--- src/rtl/cpu_pkg.sv ---
// Shared CPU constants for the writeback path: data/address widths, load
// funct3 encodings and the writeback source selector.
package cpu_pkg;

  localparam int XLEN = 32;
  localparam int AW   = 5;

  localparam logic [2:0] F3_LB  = 3'b000;
  localparam logic [2:0] F3_LH  = 3'b001;
  localparam logic [2:0] F3_LW  = 3'b010;
  localparam logic [2:0] F3_LBU = 3'b100;
  localparam logic [2:0] F3_LHU = 3'b101;

  // Which stream owns the regfile write port in a given cycle.
  typedef enum logic [1:0] {
    SRC_NONE = 2'd0,
    SRC_LOAD = 2'd1,
    SRC_FIFO = 2'd2,
    SRC_ALU  = 2'd3
  } wb_src_e;

endpackage

--- src/rtl/sync_fifo.sv ---
// Small synchronous FIFO with combinational head read, so the consumer can
// write the head out in the same cycle it dequeues it.
module sync_fifo #(
  parameter int WIDTH = 37,
  parameter int DEPTH = 2
) (
  input  logic                       clk,
  input  logic                       rst,
  input  logic                       push,
  input  logic                       pop,
  input  logic [WIDTH-1:0]           din,
  output logic [WIDTH-1:0]           dout,
  output logic [$clog2(DEPTH):0]     count,
  output logic                       full,
  output logic                       empty
);

  localparam int PW = $clog2(DEPTH);
  localparam int CW = PW + 1;

  logic [WIDTH-1:0] mem [DEPTH];
  logic [PW-1:0]    wr_ptr_reg;
  logic [PW-1:0]    rd_ptr_reg;
  logic [CW-1:0]    count_reg;
  logic             push_ok;
  logic             pop_ok;

  assign full    = (count_reg == CW'(DEPTH));
  assign empty   = (count_reg == '0);
  assign push_ok = push && !full;
  assign pop_ok  = pop && !empty;
  assign dout    = mem[rd_ptr_reg];
  assign count   = count_reg;

  // Storage is not reset; the pointers and count define what is valid.
  always_ff @(posedge clk) begin
    if (push_ok) begin
      mem[wr_ptr_reg] <= din;
    end
  end

  always_ff @(posedge clk) begin
    if (rst) begin
      wr_ptr_reg <= '0;
      rd_ptr_reg <= '0;
      count_reg  <= '0;
    end else begin
      if (push_ok) begin
        wr_ptr_reg <= wr_ptr_reg + 1'b1;
      end
      if (pop_ok) begin
        rd_ptr_reg <= rd_ptr_reg + 1'b1;
      end
      case ({push_ok, pop_ok})
        2'b10:   count_reg <= count_reg + 1'b1;
        2'b01:   count_reg <= count_reg - 1'b1;
        default: count_reg <= count_reg;
      endcase
    end
  end

endmodule

--- src/rtl/wb_arbiter.sv ---
// Writeback arbiter: merges the buffered ALU stream and the priority load
// stream into one registered regfile write port, with load data extraction.
module wb_arbiter
  import cpu_pkg::*;
#(
  parameter int XLEN           = cpu_pkg::XLEN,
  parameter int AW             = cpu_pkg::AW,
  parameter int ALU_FIFO_DEPTH = 2
) (
  input  logic                              clk,
  input  logic                              rst,
  input  logic                              alu_valid,
  output logic                              alu_ready,
  input  logic [AW-1:0]                     alu_rd,
  input  logic [XLEN-1:0]                   alu_data,
  input  logic                              lsu_valid,
  input  logic [AW-1:0]                     lsu_rd,
  input  logic [XLEN-1:0]                   lsu_rdata,
  input  logic [2:0]                        lsu_funct3,
  input  logic [1:0]                        lsu_addr_lo,
  output logic                              rf_we,
  output logic [AW-1:0]                     rf_waddr,
  output logic [XLEN-1:0]                   rf_wdata,
  output logic                              load_err,
  output logic [$clog2(ALU_FIFO_DEPTH):0]   alu_fifo_cnt
);

  // Returns {err, data}; err covers both misalignment and illegal funct3.
  function automatic logic [XLEN:0] load_extract(
    input logic [XLEN-1:0] rdata,
    input logic [2:0]      f3,
    input logic [1:0]      lo
  );
    logic [7:0]      b;
    logic [15:0]     h;
    logic            err;
    logic [XLEN-1:0] d;
    b   = rdata[8*lo +: 8];
    h   = rdata[16*lo[1] +: 16];
    err = 1'b0;
    d   = '0;
    case (f3)
      F3_LB:  d = {{(XLEN-8){b[7]}}, b};
      F3_LBU: d = {{(XLEN-8){1'b0}}, b};
      F3_LH: begin
        err = lo[0];
        d   = {{(XLEN-16){h[15]}}, h};
      end
      F3_LHU: begin
        err = lo[0];
        d   = {{(XLEN-16){1'b0}}, h};
      end
      F3_LW: begin
        err = (lo != 2'b00);
        d   = rdata;
      end
      default: err = 1'b1;
    endcase
    return {err, d};
  endfunction

  logic             alu_fire;
  logic             fifo_push;
  logic             fifo_pop;
  logic             fifo_full;
  logic             fifo_empty;
  logic [AW+XLEN-1:0] fifo_dout;
  logic [AW-1:0]    head_rd;
  logic [XLEN-1:0]  head_data;
  logic [XLEN:0]    ld_res;
  logic             ld_err;
  logic [XLEN-1:0]  ld_data;
  wb_src_e          src;

  logic             rf_we_reg,    rf_we_next;
  logic [AW-1:0]    rf_waddr_reg, rf_waddr_next;
  logic [XLEN-1:0]  rf_wdata_reg, rf_wdata_next;
  logic             load_err_reg, load_err_next;

  // Ready depends on the registered count only, never on this cycle's pop.
  assign alu_ready = !rst && !fifo_full;
  assign alu_fire  = alu_valid && alu_ready;

  assign ld_res  = load_extract(lsu_rdata, lsu_funct3, lsu_addr_lo);
  assign ld_err  = ld_res[XLEN];
  assign ld_data = ld_res[XLEN-1:0];

  assign head_rd   = fifo_dout[AW+XLEN-1:XLEN];
  assign head_data = fifo_dout[XLEN-1:0];

  sync_fifo #(
    .WIDTH (AW + XLEN),
    .DEPTH (ALU_FIFO_DEPTH)
  ) u_alu_fifo (
    .clk   (clk),
    .rst   (rst),
    .push  (fifo_push),
    .pop   (fifo_pop),
    .din   ({alu_rd, alu_data}),
    .dout  (fifo_dout),
    .count (alu_fifo_cnt),
    .full  (fifo_full),
    .empty (fifo_empty)
  );

  always_comb begin
    src = SRC_NONE;
    if (lsu_valid) begin
      src = SRC_LOAD;
    end else if (!fifo_empty) begin
      src = SRC_FIFO;
    end else if (alu_fire) begin
      src = SRC_ALU;
    end
  end

  // A bypassed ALU result goes straight out; every other accepted one queues.
  assign fifo_push = alu_fire && (src != SRC_ALU);
  assign fifo_pop  = (src == SRC_FIFO);

  always_comb begin
    rf_we_next    = 1'b0;
    rf_waddr_next = rf_waddr_reg;
    rf_wdata_next = rf_wdata_reg;
    load_err_next = 1'b0;
    case (src)
      SRC_LOAD: begin
        if (ld_err) begin
          load_err_next = 1'b1;
        end else begin
          rf_we_next    = |lsu_rd;
          rf_waddr_next = lsu_rd;
          rf_wdata_next = ld_data;
        end
      end
      SRC_FIFO: begin
        rf_we_next    = |head_rd;
        rf_waddr_next = head_rd;
        rf_wdata_next = head_data;
      end
      SRC_ALU: begin
        rf_we_next    = |alu_rd;
        rf_waddr_next = alu_rd;
        rf_wdata_next = alu_data;
      end
      default: ;
    endcase
  end

  always_ff @(posedge clk) begin
    if (rst) begin
      rf_we_reg    <= 1'b0;
      rf_waddr_reg <= '0;
      rf_wdata_reg <= '0;
      load_err_reg <= 1'b0;
    end else begin
      rf_we_reg    <= rf_we_next;
      rf_waddr_reg <= rf_waddr_next;
      rf_wdata_reg <= rf_wdata_next;
      load_err_reg <= load_err_next;
    end
  end

  assign rf_we    = rf_we_reg;
  assign rf_waddr = rf_waddr_reg;
  assign rf_wdata = rf_wdata_reg;
  assign load_err = load_err_reg;

endmodule

--- config.mk ---
export PLATFORM = sky130hd
export DESIGN_NAME = wb_arbiter
export DESIGN_NICKNAME = d
export VERILOG_FILES = /design/src/rtl/cpu_pkg.sv /design/src/rtl/sync_fifo.sv /design/src/rtl/wb_arbiter.sv
export SDC_FILE = /design/constraint.sdc
export NUM_CORES = 1
export LEC_CHECK = 0
export CORE_ASPECT_RATIO = 0.8
export CORE_MARGIN = 2
export CORE_UTILIZATION = 50
export CTS_CLUSTER_DIAMETER = 40
export DETAILED_ROUTE_END_ITERATION = 8
export PLACE_DENSITY = 0.76
export RECOVER_POWER = 100
export SYNTH_ARGS = -nofsm -noshare
export SYNTH_HDL_FRONTEND = slang
export SYNTH_SLANG_ARGS = --single-unit
--- constraint.sdc ---
create_clock -name clk -period 3.8 [get_ports clk]
set_clock_uncertainty 0.2 [all_clocks]
set_input_delay 0.76 -clock clk [delete_from_list [all_inputs] [get_ports clk]]
set_output_delay 0.76 -clock clk [all_outputs]
set_load 0.03 [all_outputs]
==> reports/results.txt <==
Status -> finished, final reports clean
Die area -> 11600 µm²
Yosys warning count -> 0
Critical path class -> primary input to flop
Clock tree from TritonCTS -> built
PD cells -> 615.8 nW/µm²
Fmax -> 304.5 MHz
Post-synth top cells -> edfxtp_1 (74), nor2_1 (65), dfxtp_1 (44)
Antenna viol nets, final -> 0
CP Launch Type -> primary input
CTS resizes -> 0
Sw Ratio -> 30.44%
CP arrival -> 3.12 ns
Clk pwr share -> 37.0%
Worst Tran Pin Value -> 1.002 ns
Max reg flops -> 74
Initial DRT Pass Iterations -> 9
Period utilisation layout -> 86.43%
Core area -> 10360 µm²
Maximum fanout along the worst path -> 26
Vias in the first global route -> 4363
Synth Cell Area -> 5374 µm²
Root buf cell -> clkbuf_16
Predominant post-synthesis flop cell -> edfxtp_1
Mapped Nets -> 544
Fill cell count -> 769
CP Buf/Inv Count -> 3
DRC viols -> 0
Syn avg cell area -> 11.68 µm²
Synth area leaders -> edfxtp_1 (41%), dfxtp_1 (16%), mux2_2 (5.9%)
Met1 Wirelength -> 6317 µm
Num rows -> 33
Final hold violations -> 0
DIE WIDTH -> 119.9 µm
GR Overflow Total -> 0
Critical Path End Type -> flop
1st-iter DRT viols -> 509
Clock transition at the registers of the reported paths -> 0.05 ns
Post-Synthesis Cells -> 460
Post-CTS Setup Inserts -> 0
Sequential element share of the synthesized area -> 57.74%
Tot Pwr -> 4.516 mW
Layout cells sized above 1 -> 13.76%
Metal2 WL -> 7026 µm
GR Util All Layers -> 26.18%
Top sig layer -> met4
# Max-Cap Violations -> 0
CTS sink cnt -> 118
H-tree depth -> 4
Final-stage net count -> 667
Final min period -> 3.284 ns
Final Setup Violations -> 0
Post-synth ARST share -> 0%
Slowest cell delay on critical path -> 0.73 ns
Gpl congestion -> 0.8647
Area grow syn2layout -> 36.48%
Post-synth EDFFs -> 74
Initial antenna violation count -> 0
Setup tns final -> 0 ns
WP data required -> 3.63 ns
Post-synth top area share -> 41.35%
Vias -> 4414
Rel. slew slack -> 33.20%
Final Cell Area -> 7335 µm²
I/O pin count -> 125
Vias per cell -> 5.997
IO buf count -> 124
Synth cell types -> 49
Min-delay worst type -> flop to flop
Worst skew pair latency -> 0.40 ns
Switching power -> 1.375 mW
Max clock buf depth -> 2
CP max-delay cell -> dlygate4sd3_1
ANT cells -> 0
Yosys top cell by area -> edfxtp_1
Placed instance area -> 6792 µm²
DP Wirelength -> 10140 µm
Static Leak -> 2.749 nW
Worst-path cell chain -> dlygate4sd3_1 -> inv_1 -> o21ai_0 -> nand2_1 -> nor2_4 -> clkbuf_2
Sequential fraction of design power -> 36.6%
RSZ-0062 raised after global routing -> false
Most common cell in the netlist -> edfxtp_1
Combinational group share of total power -> 26.4%
Synthesized flop and latch total -> 118
Largest delay contributor family on the critical path -> buffers and inverters
Fin. max-slew vios -> 0
P_int -> 3.142 mW
Largest net degree at the start of global routing -> 43
Die Y -> 96.73 µm
Final wirelength -> 14850 µm
DR WL met3 -> 1273 µm
Initial core utilization -> 51.85%
WL per Instance -> 20.18 µm
# hold bufs at CTS -> 0
Max rail drop VDD -> 0.3891 mV
First-pass GRT wire length -> 23460 µm
Total CTS buffers -> 17
## area by class of cell
type / instances / area [µm²] / share of cell area, %
Tap cell: 140 / 175.2 / 2.388
Clock inverter: 13 / 180.2 / 2.457
Timing Repair Buffer: 140 / 1345 / 18.34
Clock buffer: 19 / 442.9 / 6.039
Multi-Input combinational cell: 301 / 2068 / 28.20
Sequential cell: 118 / 3104 / 42.32
Inverter: 5 / 18.77 / 0.2559
## placed cells by master (no fill, tap or decap), types with 5 or more instances in the layout
master           instances
a222oi_1                20
clkdlybuf4s50_1         42
a221o_1                  8
dfxtp_1                 43
a22oi_1                  7
nand2_1                 28
dlygate4sd3_1           81
clkinvlp_4               6
or4_1                    5
a21oi_1                 35
nor2b_1                 12
a211oi_1                20
a211o_1                 16
clkbuf_16               17
buf_4                   12
mux2i_1                 18
nor2_1                  63
edfxtp_1                74
inv_1                    5
mux2_2                  28
## power by group through the flow
stage	clock, mW	combinational (mW)	sequential [mW]
3_5_place_dp	0	1.23	1.67
4_1_cts	1.69	1.25	1.65
2_1_floorplan	0	0.624	1.80
5_1_grt	1.74	1.28	1.67
3_3_place_gp	0	1.21	1.67
6_report	1.67	1.19	1.65
## kinds of logic after synthesis
family | after synthesis | share of synthesized area (%)
flops | 118 | 57.74
compound gates | 125 | 18.14
buf+inv | 41 | 3.376
simple gates | 125 | 10.64
fa+ha+maj | 1 | 0.2328
xor+xnor | 4 | 0.6520
mux | 46 | 9.220
## per-stage QoR
stage	instances	setup WS [ns]	util (%)	hold WS (ns)
floorplan	460	0.2771	-	0.2725
global placement	704	0.4350	65.53	0.2475
detailed placement	704	0.3381	65.53	0.2621
CTS	736	0.7524	71.54	0.2746
global route	736	0.3896	70.77	0.2786
finish	736	0.5157	70.77	0.2727
## path summary, 6_finish.rpt
kind / start / end / slack (ns) / cells past startpoint
setup / recovery: lsu_valid / u_alu_fifo.mem[0][9]$_DFFE_PP_ / 0.52 / 6
hold / removal: rf_wdata[30]$_SDFFE_PP0P_ / rf_wdata[30]$_SDFFE_PP0P_ / 0.27 / 1
setup reg to reg: u_alu_fifo.count[0]$_SDFFE_PP0P_ / u_alu_fifo.mem[0][9]$_DFFE_PP_ / 1.14 / 5
hold reg to reg: rf_wdata[30]$_SDFFE_PP0P_ / rf_wdata[30]$_SDFFE_PP0P_ / 0.27 / 1
## per-layer routing
layer | vias up | GRT usage [%]
met5 | - | 0
li1 | 2017 | -
met2 | 241 | 41.74
met4 | 0 | 7.059
met3 | 27 | 6.486
met1 | 2129 | 35.79
(Power assumes the default switching activity.)
